### config.mk
export PLATFORM = sky130hd
export DESIGN_NAME = mult_div_unit
export DESIGN_NICKNAME = d
export VERILOG_FILES = /design/src/rtl/mult_div_unit.sv
export SDC_FILE = /design/constraint.sdc
export NUM_CORES = 1
export LEC_CHECK = 0
export BUFFER_PORTS_ARGS = -buffer_cell sky130_fd_sc_hd__buf_2
export CORE_MARGIN = 2
export CORE_UTILIZATION = 63
export CTS_BUF_LIST = sky130_fd_sc_hd__clkbuf_8
export CTS_CLUSTER_SIZE = 14
export DETAILED_ROUTE_END_ITERATION = 6
export PLACE_DENSITY_LB_ADDON = 0.2
export SYNTH_ARGS = -nofsm -noshare
export SYNTH_HDL_FRONTEND = slang
export SYNTH_SLANG_ARGS = --single-unit
### constraint.sdc
create_clock -name clk -period 4.54 [get_ports clk]
set_clock_uncertainty 0.2 [all_clocks]
set_input_delay 0.227 -clock clk [delete_from_list [all_inputs] [get_ports clk]]
set_output_delay 0.227 -clock clk [all_outputs]
set_load 0.01 [all_outputs]
### src/rtl/mult_div_unit.sv
// Iterative 32-cycle multiply/divide unit for MIPS mult/multu/div/divu into HI/LO.
// Operands are reduced to magnitudes on accept. The core iterates unsigned: shift-add for
// multiply and restoring shift-subtract for divide. A single FIX cycle restores the signs.
module mult_div_unit #(
    parameter int unsigned WIDTH = 32
) (
    input  logic             clk,
    input  logic             rst_n,
    input  logic             start,
    input  logic [1:0]       op,
    input  logic [WIDTH-1:0] a,
    input  logic [WIDTH-1:0] b,
    output logic             busy,
    output logic             done,
    output logic [WIDTH-1:0] hi,
    output logic [WIDTH-1:0] lo,
    output logic             div_by_zero
);

    localparam int unsigned CntW = $clog2(WIDTH + 1);

    typedef enum logic [1:0] {StIdle, StRun, StFix, StDone} state_e;

    state_e               state_q;
    logic [CntW-1:0]      cnt_q;
    logic                 is_div_q;
    logic                 neg_lo_q;      // negate product / quotient in FIX
    logic                 neg_hi_q;      // negate remainder in FIX (dividend sign)
    logic                 bzero_q;
    logic [WIDTH-1:0]     opnd_q;        // |multiplicand| or |divisor|
    logic [2*WIDTH-1:0]   acc_q;         // product accumulator; low half is dividend/quotient
    logic [WIDTH:0]       rem_q;
    logic [WIDTH-1:0]     hi_q, lo_q;
    logic                 dbz_q, busy_q, done_q;

    logic                 sign_a, sign_b;
    logic [WIDTH-1:0]     abs_a, abs_b;
    logic [WIDTH:0]       mul_sum, div_shift, div_diff;
    logic                 div_ge;
    logic [2*WIDTH-1:0]   prod_fix;
    logic [WIDTH-1:0]     quo_mag, quo_fix, rem_mag, rem_fix;
    logic                 unused_rem_msb;

    // Operand sign extraction; unsigned ops take raw values.
    always_comb begin
        sign_a = ~op[0] & a[WIDTH-1];
        sign_b = ~op[0] & b[WIDTH-1];
        abs_a  = sign_a ? -a : a;
        abs_b  = sign_b ? -b : b;
    end

    // One iteration step for each algorithm, plus the sign-corrected results used in FIX.
    always_comb begin
        mul_sum   = {1'b0, acc_q[2*WIDTH-1:WIDTH]}
                    + (acc_q[0] ? {1'b0, opnd_q} : {(WIDTH + 1){1'b0}});
        div_shift = {rem_q[WIDTH-1:0], acc_q[WIDTH-1]};
        div_diff  = div_shift - {1'b0, opnd_q};
        // A partial remainder never exceeds 2*divisor-1, so the MSB of the difference
        // is a clean borrow flag.
        div_ge    = ~div_diff[WIDTH];
        prod_fix  = neg_lo_q ? -acc_q : acc_q;
        quo_mag   = acc_q[WIDTH-1:0];
        quo_fix   = neg_lo_q ? -quo_mag : quo_mag;
        rem_mag   = rem_q[WIDTH-1:0];
        rem_fix   = neg_hi_q ? -rem_mag : rem_mag;
    end

    // After a restoring step the stored remainder is always below the divisor.
    assign unused_rem_msb = rem_q[WIDTH];

    // Control FSM and datapath registers; all outputs registered.
    always_ff @(posedge clk or negedge rst_n) begin
        if (!rst_n) begin
            state_q  <= StIdle;
            cnt_q    <= '0;
            is_div_q <= 1'b0;
            neg_lo_q <= 1'b0;
            neg_hi_q <= 1'b0;
            bzero_q  <= 1'b0;
            opnd_q   <= '0;
            acc_q    <= '0;
            rem_q    <= '0;
            hi_q     <= '0;
            lo_q     <= '0;
            dbz_q    <= 1'b0;
            busy_q   <= 1'b0;
            done_q   <= 1'b0;
        end else begin
            done_q <= 1'b0;
            unique case (state_q)
                StIdle, StDone: begin
                    if (start) begin
                        is_div_q <= op[1];
                        neg_lo_q <= sign_a ^ sign_b;
                        neg_hi_q <= op[1] ? sign_a : (sign_a ^ sign_b);
                        bzero_q  <= (b == '0);
                        opnd_q   <= op[1] ? abs_b : abs_a;
                        acc_q    <= {{WIDTH{1'b0}}, (op[1] ? abs_a : abs_b)};
                        rem_q    <= '0;
                        cnt_q    <= CntW'(WIDTH);
                        busy_q   <= 1'b1;
                        state_q  <= StRun;
                    end else begin
                        state_q <= StIdle;
                    end
                end
                StRun: begin
                    if (is_div_q) begin
                        acc_q[WIDTH-1:0] <= {acc_q[WIDTH-2:0], div_ge};
                        rem_q            <= div_ge ? div_diff : div_shift;
                    end else begin
                        acc_q <= {mul_sum, acc_q[WIDTH-1:1]};
                    end
                    cnt_q <= cnt_q - 1'b1;
                    if (cnt_q == CntW'(1)) begin
                        state_q <= StFix;
                    end
                end
                StFix: begin
                    if (is_div_q) begin
                        // Divide by zero: the remainder already equals the raw dividend.
                        hi_q <= rem_fix;
                        lo_q <= bzero_q ? {WIDTH{1'b1}} : quo_fix;
                    end else begin
                        hi_q <= prod_fix[2*WIDTH-1:WIDTH];
                        lo_q <= prod_fix[WIDTH-1:0];
                    end
                    dbz_q   <= is_div_q & bzero_q;
                    busy_q  <= 1'b0;
                    done_q  <= 1'b1;
                    state_q <= StDone;
                end
                default: state_q <= StIdle;
            endcase
        end
    end

    assign busy        = busy_q;
    assign done        = done_q;
    assign hi          = hi_q;
    assign lo          = lo_q;
    assign div_by_zero = dbz_q;

endmodule

* Word level (Yosys, flattened, before mapping)
Cells that the tools add are included.
Word-level totals: output and inout bits 67, bits in writable memories 0, latch bits 0, word-level logic and storage cells 75, memories kept 0, bits in read-only memories 0, register bits 207, bits of input ports 69
Cells by class: add/sub/neg operators 8, equal/unequal tests 8, reduce and logical (&&, ||, !) cells 10, mux-type cells 28, shift-type cells 0, multiply operators 0, bitwise logic cells 6, order comparisons 0, divide/modulo/power cells 0
Operators with widths (number):
- $mux W32 | 15
- $mux W64 | 2
- $neg A32 Y32 | 4
- $pmux W64 S2 | 1
- $neg A64 Y64 | 1
- $pmux W32 S2 | 1
- $add A32 B32 Y33 | 1
- $sub A33 B32 Y33 | 1
- $logic_not A32 Y1 | 1
- $pmux W6 S2 | 1
- $ne A2 B2 Y1 const B | 4
- $eq A6 B1 Y1 const B | 1
- $mux W6 | 1
- $pmux W2 S3 | 1
- $reduce_and A2 Y1 | 3
- $reduce_and A3 Y1 | 2
- $sub A6 B1 Y6 const B | 1
- $eq A2 B2 Y1 const B | 2
- $mux W1 | 4
- $reduce_bool A2 Y1 | 2
- $and A1 B1 Y1 | 3
- $eq A2 B1 Y1 const B | 1
- $logic_not A2 Y1 | 1
- $mux W2 | 1
- 4 further kinds | 5

* Logic depth before layout (Yosys ltp)
word-level depth 6, depth in mapped cells 13, depth with buffers taken out 12

* Least setup slack after synthesis
OpenSTA, ideal clock, no wires.
path kind flip-flop to flip-flop, from register acc_q[0], to register acc_q[60], cell stages (with the launch flop) 13, path slack 1.164 ns, path buffers 1, required time 4.219 ns, clock period less this slack 3.376 ns, arrival 3.055 ns, setup time 0.121 ns, path through dfrtp_1 inv_1 clkbuf_1 nor2_1 ha_1 nand3_1 o2111ai_1 o311ai_0 o22ai_1 a21oi_1 o21ai_0 xor2_1 a22o_1
Between the ends: cells in the longest elaborated chain, start to end 4
Ends and longest elaborated chain:
- from (decl) | line 31 | logic [2*WIDTH-1:0] acc_q;
- from (signal assigned) | line 98 | acc_q <= {{WIDTH{1'b0}}, (op[1] ? abs_a : abs_b)};
- from (signal, indexed assignment) | line 109 | acc_q[WIDTH-1:0] <= {acc_q[WIDTH-2:0], div_ge};
- from (signal assigned) | line 112 | acc_q <= {mul_sum, acc_q[WIDTH-1:1]};
- $mux W32 | line 55 | + (acc_q[0] ? {1'b0, opnd_q} : {(WIDTH + 1){1'b0}});
- $add A32 B32 Y33 | line 55
- $mux W32 | line 108 | if (is_div_q) begin
- $pmux W64 S2 | line 90 | unique case (state_q)
No other way between the ends. The select of a mux whose other input is x is not followed. A chain may end at the register's enable or synchronous reset.

* Worst setup path after layout
from register acc_q[31], to register rem_q[15]
Between the ends: cells in the longest elaborated chain, start to end 4
Ends and longest elaborated chain:
- $sub A33 B32 Y33 | line 57 | div_diff = div_shift - {1'b0, opnd_q};
- $mux W32 | line 110 | rem_q <= div_ge ? div_diff : div_shift;
- $mux W32 | line 108
- $pmux W32 S2 | line 90
- to (signal assigned) | line 110
- to (decl) | line 32 | logic [WIDTH:0] rem_q;
No other way between the ends. The select of a mux whose other input is x is not followed.

==> impl_metrics.yaml <==
place:
  preCtsSetupSlack_ns: 0.425
  hpwl_um: 41400
  placed_cell_area_um2: 17500
  io_buffer_count: 135
  place_congestion: 1.00
sta:
  setup_tns_ns: 0
  slew_violations: 0
  fmaxAchievable_ghz: 0.229
  whs_ns: 0.0216
  hold_viol_final: 0
  rsz0062_at_grt: "no"
  setup_viol: 0
  worst_slack_ns: 0.171
  post-route-period-util_pct: 96.2
  max_slew.worst_pin.slew_ns: 1.30
  period_needed_ns: 4.37
  slew_headroom_pct: 12.8
floorplanning:
  die_y_um: 166
  start_util_pct: 63.9
  rows: 59
  die_area_um2: 27700
  core_um2: 26000
  die_w_um: 166
  ios: 136
status:
  outcome: "complete, no violations"
synth:
  synth_fa_ha_area_share_pct: 5.67
  syn_nets: 2234
  synth_top_family_by_area: "compound AO/OA/AOI/OAI gates"
  yosys.area_share.simple_pct: 19.9
  yosysWarnings: 0
  synth_compound_area_share_pct: 25.0
  synth.avg_cell_area_um2: 7.94
  async_flop_share_pct: 100
  synthCells: 2091
  synth_xor_area_share_pct: 10.6
  synth_flop_cell: "dfrtp_1"
  synthMuxAreaShare_pct: 2.84
  synth_area_um2: 16600
  synth-seq-area-share_pct: 31.2
  ys_ff_latch: 207
  yosysUniqueCellTypes: 77
  synth_edf_count: 0
finish:
  final_common_cell: "dfrtp_1"
  fin_nets: 2339
  syn_to_final_growth_pct: 11.9
  diodes: 0
  layout-drive-gt1-share_pct: 12.2
  layout_common_cells: "206 x dfrtp_1, 205 x a21oi_1, 204 x nand2_1, 204 x nor2_1, 177 x o21ai_0"
  fin_area_um2: 18600
  fin_util_pct: 71.5
global_routing:
  antenna_found_initial: 0
  grt_pass1_wl_um: 86100
  track_usage_pct: 39.0
  grt.overflow.total: 0
  grt_max_degree: 111
  grt_pass1_vias: 15300
pwr:
  ir_worst_vdd_mv: 0.500
  p_leak_nw: 8.35
  power_density_nw_per_um2: 637
worst_setup_path:
  worstPathArrival_ns: 4.56
  path_cells: "inv_1 > ha_1 > fa_1 > nor2b_1 > o31a_1 > o211ai_1 > and3_1 > o21ai_1 > a21o_1 > nand2_1 > o311ai_0"
  crit_path_max_fanout: 22
  crit_path_start: "acc_q[31]$_DFFE_PN0P_"
  r2r_cells: 11
  end_kind: "register"
  r2r-end: "rem_q[15]$_DFFE_PN0P_"
  path_class: "register to register"
  crit_required_ns: 4.73
  critical-path-top-delay-family: "compound AO/OA/AOI/OAI gates"
  r2r_slack_ns: 0.17
  critPathLaunchType: "register"
  crit_slowest_cell: "nand2_1"
  critPathBufInv: 1
  r2r_start: "acc_q[31]$_DFFE_PN0P_"
  max_stage_delay_ns: 0.63
cts:
  htreeDepth: 2
  clk_pin_slew_ns: 0.06
  cts_buffers: 38
  cts.sinks: 207
  cts_root_buf: "clkbuf_8"
  clock_path_buffers: 3
  cts_tree: "done"
  insertion_delay_ns: 0.56
  cts_resized: 0
detailed_routing:
  wl_um: 55400
  ant_nets: 0
  wl_met3_um: 6390
  drt_iter0_drc: 2387
  wl_met1_um: 23900
  wl_per_cell_um: 21.7
  drc: 0
  vias: 16900
  vias_per_cell: 6.60
  top_layer: "met4"
  route.met2.wl_um: 23000
  first_pass_iters: 6
hold_path:
  hp-class: "primary input to register"
  hold_start: "a[4]"
  worstHoldEndpoint: "opnd_q[4]$_DFFE_PN0P_"
  hold_depth: 5
run:
  drv_cap: 0
-- worst reg2reg max path, stage by stage, from the launching register on --
cell and delay [ns]:
dfrtp_1 0.45, inv_1 0.11, ha_1 0.23, fa_1 0.41, nor2b_1 0.27, o31a_1 0.23
o211ai_1 0.20, and3_1 0.25, o21ai_1 0.25, a21o_1 0.36, nand2_1 0.63, o311ai_0 0.62
-- sequential cells by signal, indices dropped and copies added, names as in the netlist --
| signal | count |
|---|---|
| acc_q | 64 |
| busy | 1 |
| bzero_q | 1 |
| cnt_q | 6 |
| div_by_zero | 1 |
| done | 1 |
| hi | 32 |
| is_div_q | 1 |
| lo | 32 |
| neg_hi_q | 1 |
| neg_lo_q | 1 |
| opnd_q | 32 |
| rem_q | 32 |
| state_q | 2 |
-- cell usage after synthesis, types with 24 or more instances --
master	number	area (µm²)
a21o_1	29	218
nand4_1	29	181
inv_1	89	334
xnor2_1	104	911
o31ai_1	51	383
nor2_1	205	769
o21ai_0	178	891
nand2_1	205	769
mux2i_1	28	280
clkbuf_1	108	405
nand3_1	51	255
o211ai_1	24	180
a21oi_1	206	1030
nor3_1	53	265
ha_1	72	901
nand2b_1	28	175
dfrtp_1	207	5180
a211oi_1	24	180
or3_1	26	163
xor2_1	97	850
-- cell type report --
| class | count | area (µm²) |
|---|---|---|
| Sequential cell | 207 | 5180 |
| Fill cell | 2128 | 7410 |
| Clock inverter | 20 | 203 |
| Timing Repair Buffer | 187 | 1150 |
| Clock buffer | 47 | 647 |
| Tap cell | 335 | 419 |
| Multi-Input combinational cell | 1673 | 10600 |
| Inverter | 89 | 334 |
-- stage by stage --
| step | std cells | total power, mW |
|---|---|---|
| global placement | 2466 | 9.41 |
| CTS | 2558 | 11.6 |
| finish | 2558 | 11.8 |
| detailed placement | 2466 | 9.53 |
| floorplan | 2091 | 7.52 |
| global route | 2558 | 12.6 |
-- how the worst max path moves through the flow --
stage / endpoint / slack (ns) / depth (start not counted)
after floorplan: acc_q[60]$_DFFE_PN0P_ / 1.16 / 12
after CTS: rem_q[7]$_DFFE_PN0P_ / 0.37 / 11
after global placement: rem_q[12]$_DFFE_PN0P_ / 0.61 / 11
final: rem_q[15]$_DFFE_PN0P_ / 0.17 / 11
after detailed placement: rem_q[7]$_DFFE_PN0P_ / 0.42 / 11
after global routing: rem_q[7]$_DFFE_PN0P_ / 0.02 / 11
-- where the power goes --
part,internal (mW),switching [mW]
sequential,2.53,0.756
combinational,2.37,4.16
clock,1.17,0.846
total,6.07,5.77
-- what timing repair did --
item | 4_1_cts | 5_1_grt
setup buffers | 0 | 0
endpoints found under the hold margin | 129 | 0
setup endpoints to repair | 0 | 0
hold buffers | 25 | 0
-- routing by layer --
metal,vias up,global-route usage (%)
met2,994,56.8
met1,7994,58.2
met5,-,0
li1,7757,-
met3,149,7.20
met4,0,13.5
-- cells by family after synthesis --
logic type | after synthesis
flops | 207
simple gates | 694
compound gates | 659
mux | 45
fa+ha+maj | 74
xor+xnor | 201
buf+inv | 211
Note: power is estimated with default switching activity, not from simulation.
